## config.mk

```make
export PLATFORM = sky130hd
export DESIGN_NAME = microwave_controller
export DESIGN_NICKNAME = d
export VERILOG_FILES = /design/src/rtl/microwave_controller.sv
export SDC_FILE = /design/constraint.sdc
export NUM_CORES = 1
export LEC_CHECK = 0
export CORE_MARGIN = 2
export CORE_UTILIZATION = 30
export CTS_BUF_LIST = sky130_fd_sc_hd__clkbuf_16
export CTS_CLUSTER_DIAMETER = 120
export CTS_CLUSTER_SIZE = 28
export DETAILED_ROUTE_END_ITERATION = 7
export PLACE_DENSITY = 0.54
export SKIP_CTS_REPAIR_TIMING = 1
export SLEW_MARGIN = 5
export SYNTH_ARGS = -nofsm -noshare
export SYNTH_HDL_FRONTEND = slang
export SYNTH_SLANG_ARGS = --single-unit
```

## constraint.sdc

```tcl
create_clock -name clk -period 4.5 [get_ports clk]
set_input_delay 0.9 -clock clk [delete_from_list [all_inputs] [get_ports clk]]
set_output_delay 0.9 -clock clk [all_outputs]
set_load 0.01 [all_outputs]
```

## src/rtl/microwave_controller.sv

```systemverilog
// Sequencing FSM for the microwave MM:SS timer chain: keypad entry, cook/pause/cancel,
// one-per-second decrement strobe, magnetron drive and end-of-cook beep.
module microwave_controller #(
    parameter int unsigned TICK_DIV    = 50_000_000,
    parameter int unsigned BEEP_CYCLES = 100_000_000,
    parameter int unsigned MAX_DIGITS  = 4
) (
    input  logic       clk,
    input  logic       rst,
    input  logic       key_valid,
    input  logic [3:0] key_digit,
    input  logic       start,
    input  logic       stop,
    input  logic       door_open,
    input  logic       timer_finished,
    output logic       timer_load,
    output logic [3:0] timer_in,
    output logic       timer_enabled,
    output logic       timer_clear,
    output logic       magnetron_on,
    output logic       beep,
    output logic [2:0] state
);

    localparam int unsigned TICK_W = (TICK_DIV > 1) ? $clog2(TICK_DIV) : 1;
    localparam int unsigned BEEP_W = (BEEP_CYCLES > 1) ? $clog2(BEEP_CYCLES) : 1;
    localparam int unsigned DIG_W  = $clog2(MAX_DIGITS + 1);

    typedef enum logic [2:0] {
        S_IDLE   = 3'd0,
        S_ENTRY  = 3'd1,
        S_COOK   = 3'd2,
        S_PAUSED = 3'd3,
        S_DONE   = 3'd4
    } state_t;

    state_t              r_state;
    logic                r_timer_load;
    logic [3:0]          r_timer_in;
    logic                r_timer_enabled;
    logic                r_timer_clear;
    logic                r_magnetron_on;
    logic                r_beep;
    logic [DIG_W-1:0]    r_digit_cnt;
    logic [TICK_W-1:0]   r_tick_cnt;
    logic [BEEP_W-1:0]   r_beep_cnt;

    logic w_key_ok;
    logic w_run_ok;
    logic w_tick_last;
    logic w_beep_last;

    assign w_key_ok    = key_valid && (key_digit <= 4'd9);
    assign w_run_ok    = start && !door_open;
    assign w_tick_last = (r_tick_cnt == TICK_W'(TICK_DIV - 1));
    assign w_beep_last = (r_beep_cnt == BEEP_W'(BEEP_CYCLES - 1));

    // State register with registered outputs; strobes default low every cycle.
    always_ff @(posedge clk) begin
        if (rst) begin
            r_state         <= S_IDLE;
            r_timer_load    <= 1'b0;
            r_timer_in      <= 4'd0;
            r_timer_enabled <= 1'b0;
            r_timer_clear   <= 1'b0;
            r_magnetron_on  <= 1'b0;
            r_beep          <= 1'b0;
            r_digit_cnt     <= '0;
            r_tick_cnt      <= '0;
            r_beep_cnt      <= '0;
        end else begin
            r_timer_load    <= 1'b0;
            r_timer_enabled <= 1'b0;
            r_timer_clear   <= 1'b0;
            case (r_state)
                S_IDLE: begin
                    if (w_key_ok) begin
                        r_timer_load <= 1'b1;
                        r_timer_in   <= key_digit;
                        r_digit_cnt  <= DIG_W'(1);
                        r_state      <= S_ENTRY;
                    end
                end
                S_ENTRY: begin
                    if (stop) begin
                        r_timer_clear <= 1'b1;
                        r_digit_cnt   <= '0;
                        r_state       <= S_IDLE;
                    end else if (w_run_ok) begin
                        r_tick_cnt     <= '0;
                        r_magnetron_on <= 1'b1;
                        r_state        <= S_COOK;
                    end else if (w_key_ok && (r_digit_cnt < DIG_W'(MAX_DIGITS))) begin
                        r_timer_load <= 1'b1;
                        r_timer_in   <= key_digit;
                        r_digit_cnt  <= r_digit_cnt + DIG_W'(1);
                    end
                end
                S_COOK: begin
                    // Interlock beats finish, finish beats a same-cycle tick.
                    if (stop || door_open) begin
                        r_magnetron_on <= 1'b0;
                        r_state        <= S_PAUSED;
                    end else if (timer_finished) begin
                        r_magnetron_on <= 1'b0;
                        r_beep         <= 1'b1;
                        r_beep_cnt     <= '0;
                        r_state        <= S_DONE;
                    end else if (w_tick_last) begin
                        r_tick_cnt      <= '0;
                        r_timer_enabled <= 1'b1;
                    end else begin
                        r_tick_cnt <= r_tick_cnt + TICK_W'(1);
                    end
                end
                S_PAUSED: begin
                    if (stop) begin
                        r_timer_clear <= 1'b1;
                        r_digit_cnt   <= '0;
                        r_state       <= S_IDLE;
                    end else if (w_run_ok) begin
                        r_magnetron_on <= 1'b1;
                        r_state        <= S_COOK;
                    end
                end
                S_DONE: begin
                    if (stop || door_open || w_beep_last) begin
                        r_beep        <= 1'b0;
                        r_timer_clear <= 1'b1;
                        r_digit_cnt   <= '0;
                        r_state       <= S_IDLE;
                    end else begin
                        r_beep_cnt <= r_beep_cnt + BEEP_W'(1);
                    end
                end
                default: begin
                    r_magnetron_on <= 1'b0;
                    r_beep         <= 1'b0;
                    r_state        <= S_IDLE;
                end
            endcase
        end
    end

    assign timer_load    = r_timer_load;
    assign timer_in      = r_timer_in;
    assign timer_enabled = r_timer_enabled;
    assign timer_clear   = r_timer_clear;
    assign magnetron_on  = r_magnetron_on;
    assign beep          = r_beep;
    assign state         = r_state;

endmodule

```

# Yosys cells after proc, flatten, opt, wreduce, memory -nomap -nowiden
# Index checks and enable logic that the tools add are counted.
dict set report word_totals {
  regBits 68
  input_bits 11
  out_inout_bits 12
  elab_cells 108
}
dict set report op_classes {
  n_addsub 3
  n_lt_le_gt_ge 2
  n_eq_ne 23
  mux 45
  bitwise 3
  n_reduce_logical 22
}
# operator count
set op_table {}
lappend op_table {{26-bit 2-to-1 mux} 5}
lappend op_table {{27-bit 2-to-1 mux} 3}
lappend op_table {{27-bit one-hot mux with 2 select lines} 1}
lappend op_table {{26-bit one-hot mux with 2 select lines} 1}
lappend op_table {{3-bit 2-to-1 mux} 10}
lappend op_table {{27-bit by 1-bit adder with 27-bit output (second input constant)} 1}
lappend op_table {{27-bit == test (second input constant)} 1}
lappend op_table {{26-bit by 1-bit adder with 26-bit output (second input constant)} 1}
lappend op_table {{26-bit == test (second input constant)} 1}
lappend op_table {{2-bit inequality test (second input constant)} 12}
lappend op_table {{3-bit one-hot mux with 4 select lines} 2}
lappend op_table {{4-bit 2-to-1 mux} 4}
lappend op_table {{4-bit AND reduction} 4}
lappend op_table {{1-bit 2-to-1 mux} 14}
lappend op_table {{5-bit AND reduction} 2}
lappend op_table {{3-bit inequality test (second input constant)} 3}
lappend op_table {{4-bit one-hot mux with 2 select lines} 1}
lappend op_table {{3-bit by 2-bit == test with 1-bit output (second input constant)} 2}
lappend op_table {{1-bit one-hot mux with 3 select lines} 2}
lappend op_table {{6-bit AND reduction} 1}
lappend op_table {{2-bit nonzero test} 3}
lappend op_table {{4-bit <= comparator (second input constant)} 1}
lappend op_table {{1-bit one-hot mux with 2 select lines} 2}
lappend op_table {{4-bit nonzero test} 1}
lappend op_table {{other kinds (14)} 20}

# Depth between registers and ports, before layout
dict set report logic_depth {
  ltp_word 7
  depth_mapped 7
  ltp_nobuf 6
}

# Worst setup path after synthesis
# No wires, ideal clock.
dict set report synth_timing {
  kind {input port to flip-flop}
  startpoint {input port timer_finished}
  endpoint {register r_tick_cnt[16]}
  setup_ns 0.070
  arrival_time_ns 2.394
  required_ns 4.430
  setup_slack_ns 2.035
  path_stages 6
  path_buffers 1
  path_cell_list {nor4b_4 a2bb2oi_2 or4_4 buf_6 or3_1 a21oi_1}
}
dict set report synth_between {
  elab_chain_len 2
}
# item line_no
set synth_lines {}
lappend synth_lines {{start, declared} 15} ;# input logic timer_finished,
lappend synth_lines {{2-bit inequality test (no source line)} n/a}
lappend synth_lines {{5-bit AND reduction (no source line)} n/a}
lappend synth_lines {{end signal, assigned} 113} ;# r_tick_cnt <= r_tick_cnt + TICK_W'(1);
lappend synth_lines {{end, declared} 45} ;# logic [TICK_W-1:0] r_tick_cnt;
# No other way between the ends.
# A chain may end at the register's enable or synchronous reset.

# Worst setup path in the final report
dict set report layout_timing {
  startpoint {input port timer_finished}
  endpoint {register r_tick_cnt[9]}
}
# The elaborated chain is that of the path after synthesis.

==> impl_metrics.ini <==
[critical_path]
cp_peak_stage_delay_ns = 0.76
critical_path.slowest_cell = sky130_fd_sc_hd__o21ai_1
worst-endpoint-required_ns = 4.71
worstSetupStartpointType = input port
worst-endpoint-arrival_ns = 3.57
ff2ff_setup_slack_ns = 1.52
path_cells = clkdlybuf4s50_1 > nor4b_4 > a2bb2oi_2 > or2_2 > o21ai_1 > buf_4 > nor2_1
critical_path.endpoint_type = flip-flop
worstSetupPathType = in -> reg
cpLargestDelayFamily = compound AO/OA/AOI/OAI gates
cp_max_fo = 16
number_of_buffers_and_inverters_on_the_critical_path = 2

[synth]
synth_warnings = 0
yosysTopAreaCellShare_pct = 38.7
sequential_cell_area_fraction_in_the_yosys_report_pct = 38.7
synth.distinct_cells = 57
synth_top_cell_by_area = sky130_fd_sc_hd__dfxtp_1
synthCells = 424
yosys_most_used_dff = sky130_fd_sc_hd__dfxtp_1
synth_enable_flop_cells = 0
cells_taking_the_most_area_after_synthesis = sky130_fd_sc_hd__dfxtp_1, sky130_fd_sc_hd__a21oi_1, sky130_fd_sc_hd__xnor2_1
synth-seq-cells = 68
syn_avg_cell_area_sq_um = 8.29
asyncSetResetFlopFracSynth_pct = 0
postSynthNetCount = 438
synthesis.area_sq_um = 3510

[global_routing]
number_of_global_route_vias_before_repair = 3026
global_route.overflow_total = 0
grt_antenna_before_repair = 0
grt_first_pass_wirelength_microns = 14200
groute.usage.overall_pct = 13.6
grt_start_max_net_pins = 26

[layout]
multi_input_comb_area_sq_um = 2020
finalCoreUtilization_pct = 36.6
seq_cell_area_sq_um = 1360
fillCellCount = 1171
insertedDiodeCount = 0
final_common_cell = sky130_fd_sc_hd__dfxtp_1
areaGrowthSynthToFinish_pct = 18.9
final_nets = 456
layout_common_cells = sky130_fd_sc_hd__dfxtp_1, sky130_fd_sc_hd__a21oi_1, sky130_fd_sc_hd__nor2_1, sky130_fd_sc_hd__nand2_1, sky130_fd_sc_hd__o21ai_0
layout-drive-gt1-share_pct = 7.16

[clock_network]
max-clock-path-buffers = 2
path_clk_slew_ns = 0.06
cts_tree = yes
cts-htree-levels = 3
clk_root_buffer_cell = sky130_fd_sc_hd__clkbuf_16
cts.sink_count = 68
tritoncts.num_buffers = 9
clkLatencyLatePin_ns = 0.32

[outcome]
run_status = complete, no violations

[timing]
post-route-min-period_ns = 3.35
max_clock_freq_mhz = 298
grt_setup_unrepaired = no
ratio_of_final_minimum_period_to_clock_period_pct = 74.5
fin_worst_skew_ns = 0.00553
fin_hold_viols = 0
drv_slew = 0
max_slew_margin_pct = 36.4
fin_hold_ws_ns = 0.483
timing.final.setup_violations = 0
slew_of_the_pin_with_the_lowest_slew_margin_ns = 0.948
finalSetupTns_ns = 0

[placement]
portBuffers = 22
place_hpwl_microns = 5770
gp_congestion = 0.756

[power]
power.static_leakage_nw = 1.29
vdd.ir_drop.worst_uv = 203
power_per_cell_area_nw_per_um2 = 351
totalPowerFinal_mw = 1.46

[detailed_routing]
detail-route-antenna-nets = 0
finalWirelength_microns = 8290
vias = 3174
detail_route.wl_per_cell_microns = 14.1
detailedRoute.firstPassIterationCount = 6
post_drt_via_cell_ratio = 5.38
dr.first_iter.drc_count = 168
detailroute.wirelength.met2_microns = 3650
highest_layer = met4
met3RoutedLength_microns = 229
wirelength_met1_microns = 4300
drc = 0

[floorplan]
dieWidth_microns = 112
floorplan.initialDensity_pct = 30.8
floorplan.io_pins = 23
core_area_sq_um = 11400
fp.dieH_microns = 112
floorplan.rows = 39
dieArea_sq_um = 12600

[hold_path]
timing.hold.worst.class = reg -> reg

[job]
max-cap-violations = 0
[sequential cells by signal (all words and copies together), names as in the netlist]
signal / count
r_beep_cnt: 27
r_tick_cnt: 26
timer_in: 4
r_digit_cnt: 3
state: 3
beep: 1
magnetron_on: 1
timer_clear: 1
timer_enabled: 1
timer_load: 1
[metal layers]
| layer | vias up | track usage [%] |
|---|---|---|
| met5 | - | 0 |
| met4 | 0 | 3.98 |
| met1 | 1496 | 18.8 |
| met2 | 42 | 20.8 |
| li1 | 1625 | - |
| met3 | 11 | 3.67 |
[tightest hold or removal path: cells and delay by family, from the launching register on]
family | cells | cell delay, ns
AOI/OAI and AO/OA | 2 | 0.13
DFF | 1 | 0.31
[through the flow]
stage / instances / instance area, sq um / setup slack [ns]
2_1_floorplan: 424 / 3510 / 2.04
3_3_place_gp: 574 / 3860 / 0.900
3_5_place_dp: 574 / 3860 / 0.829
4_1_cts: 590 / 4180 / 1.17
5_1_grt: 590 / 4180 / 1.01
6_report: 590 / 4180 / 1.15
[cell families after synthesis]
family,count (synthesis),share of synthesized area [%]
AO/OA/AOI/OAI,103,18.2
buffers and inverters,30,3.88
XOR/XNOR,17,4.24
flip-flops,68,38.7
multiplexers,5,1.42
AND/OR/NAND/NOR,198,32.4
adder cells (fa/ha/maj),3,1.07
[synth_stat cells (all sizes together) (2+ instances only)]
library cell   n
nor4           8
nor3          15
or2            2
nor3b          6
a211o          2
nand2b         4
o41ai          2
o31a           2
a2111oi        2
clkbuf        17
buf            4
nand3         21
inv            9
or4            9
nor2          31
and4          11
o31ai          8
nor4b          5
a21oi         37
o21a           2
nor4bb         2
a31oi          3
dfxtp         68
nand4         10
and3           8
and2           2
o2111ai        2
nor2b          4
ha             3
nand4b         2
o21ai         30
mux2i          5
nand2         31
xnor2         17
or3           23
[cell type report]
type | instances | area share, %
multi-input cells | 326 | 48.4
flip-flops and latches | 68 | 32.6
repair buffers | 28 | 6.35
clock buffers | 9 | 5.39
well taps | 143 | 4.28
clock inverters | 7 | 2.19
inverters | 9 | 0.809
[final timing paths]
check | end | depth (start not counted) | start
max | r_tick_cnt[9]$_SDFFE_PP0P_ | 7 | timer_finished
min | r_beep_cnt[7]$_SDFFE_PP0P_ | 2 | r_beep_cnt[7]$_SDFFE_PP0P_
max reg2reg | r_tick_cnt[9]$_SDFFE_PP0P_ | 6 | state[1]$_SDFFE_PP0P_
min reg2reg | r_beep_cnt[7]$_SDFFE_PP0P_ | 2 | r_beep_cnt[7]$_SDFFE_PP0P_
[report_power, final]
group / switching [mW] / internal, mW
registers: 0.0133 / 0.610
logic: 0.0512 / 0.0452
clock network: 0.263 / 0.483
total: 0.327 / 1.14
Power figures use the tool's default switching activity.
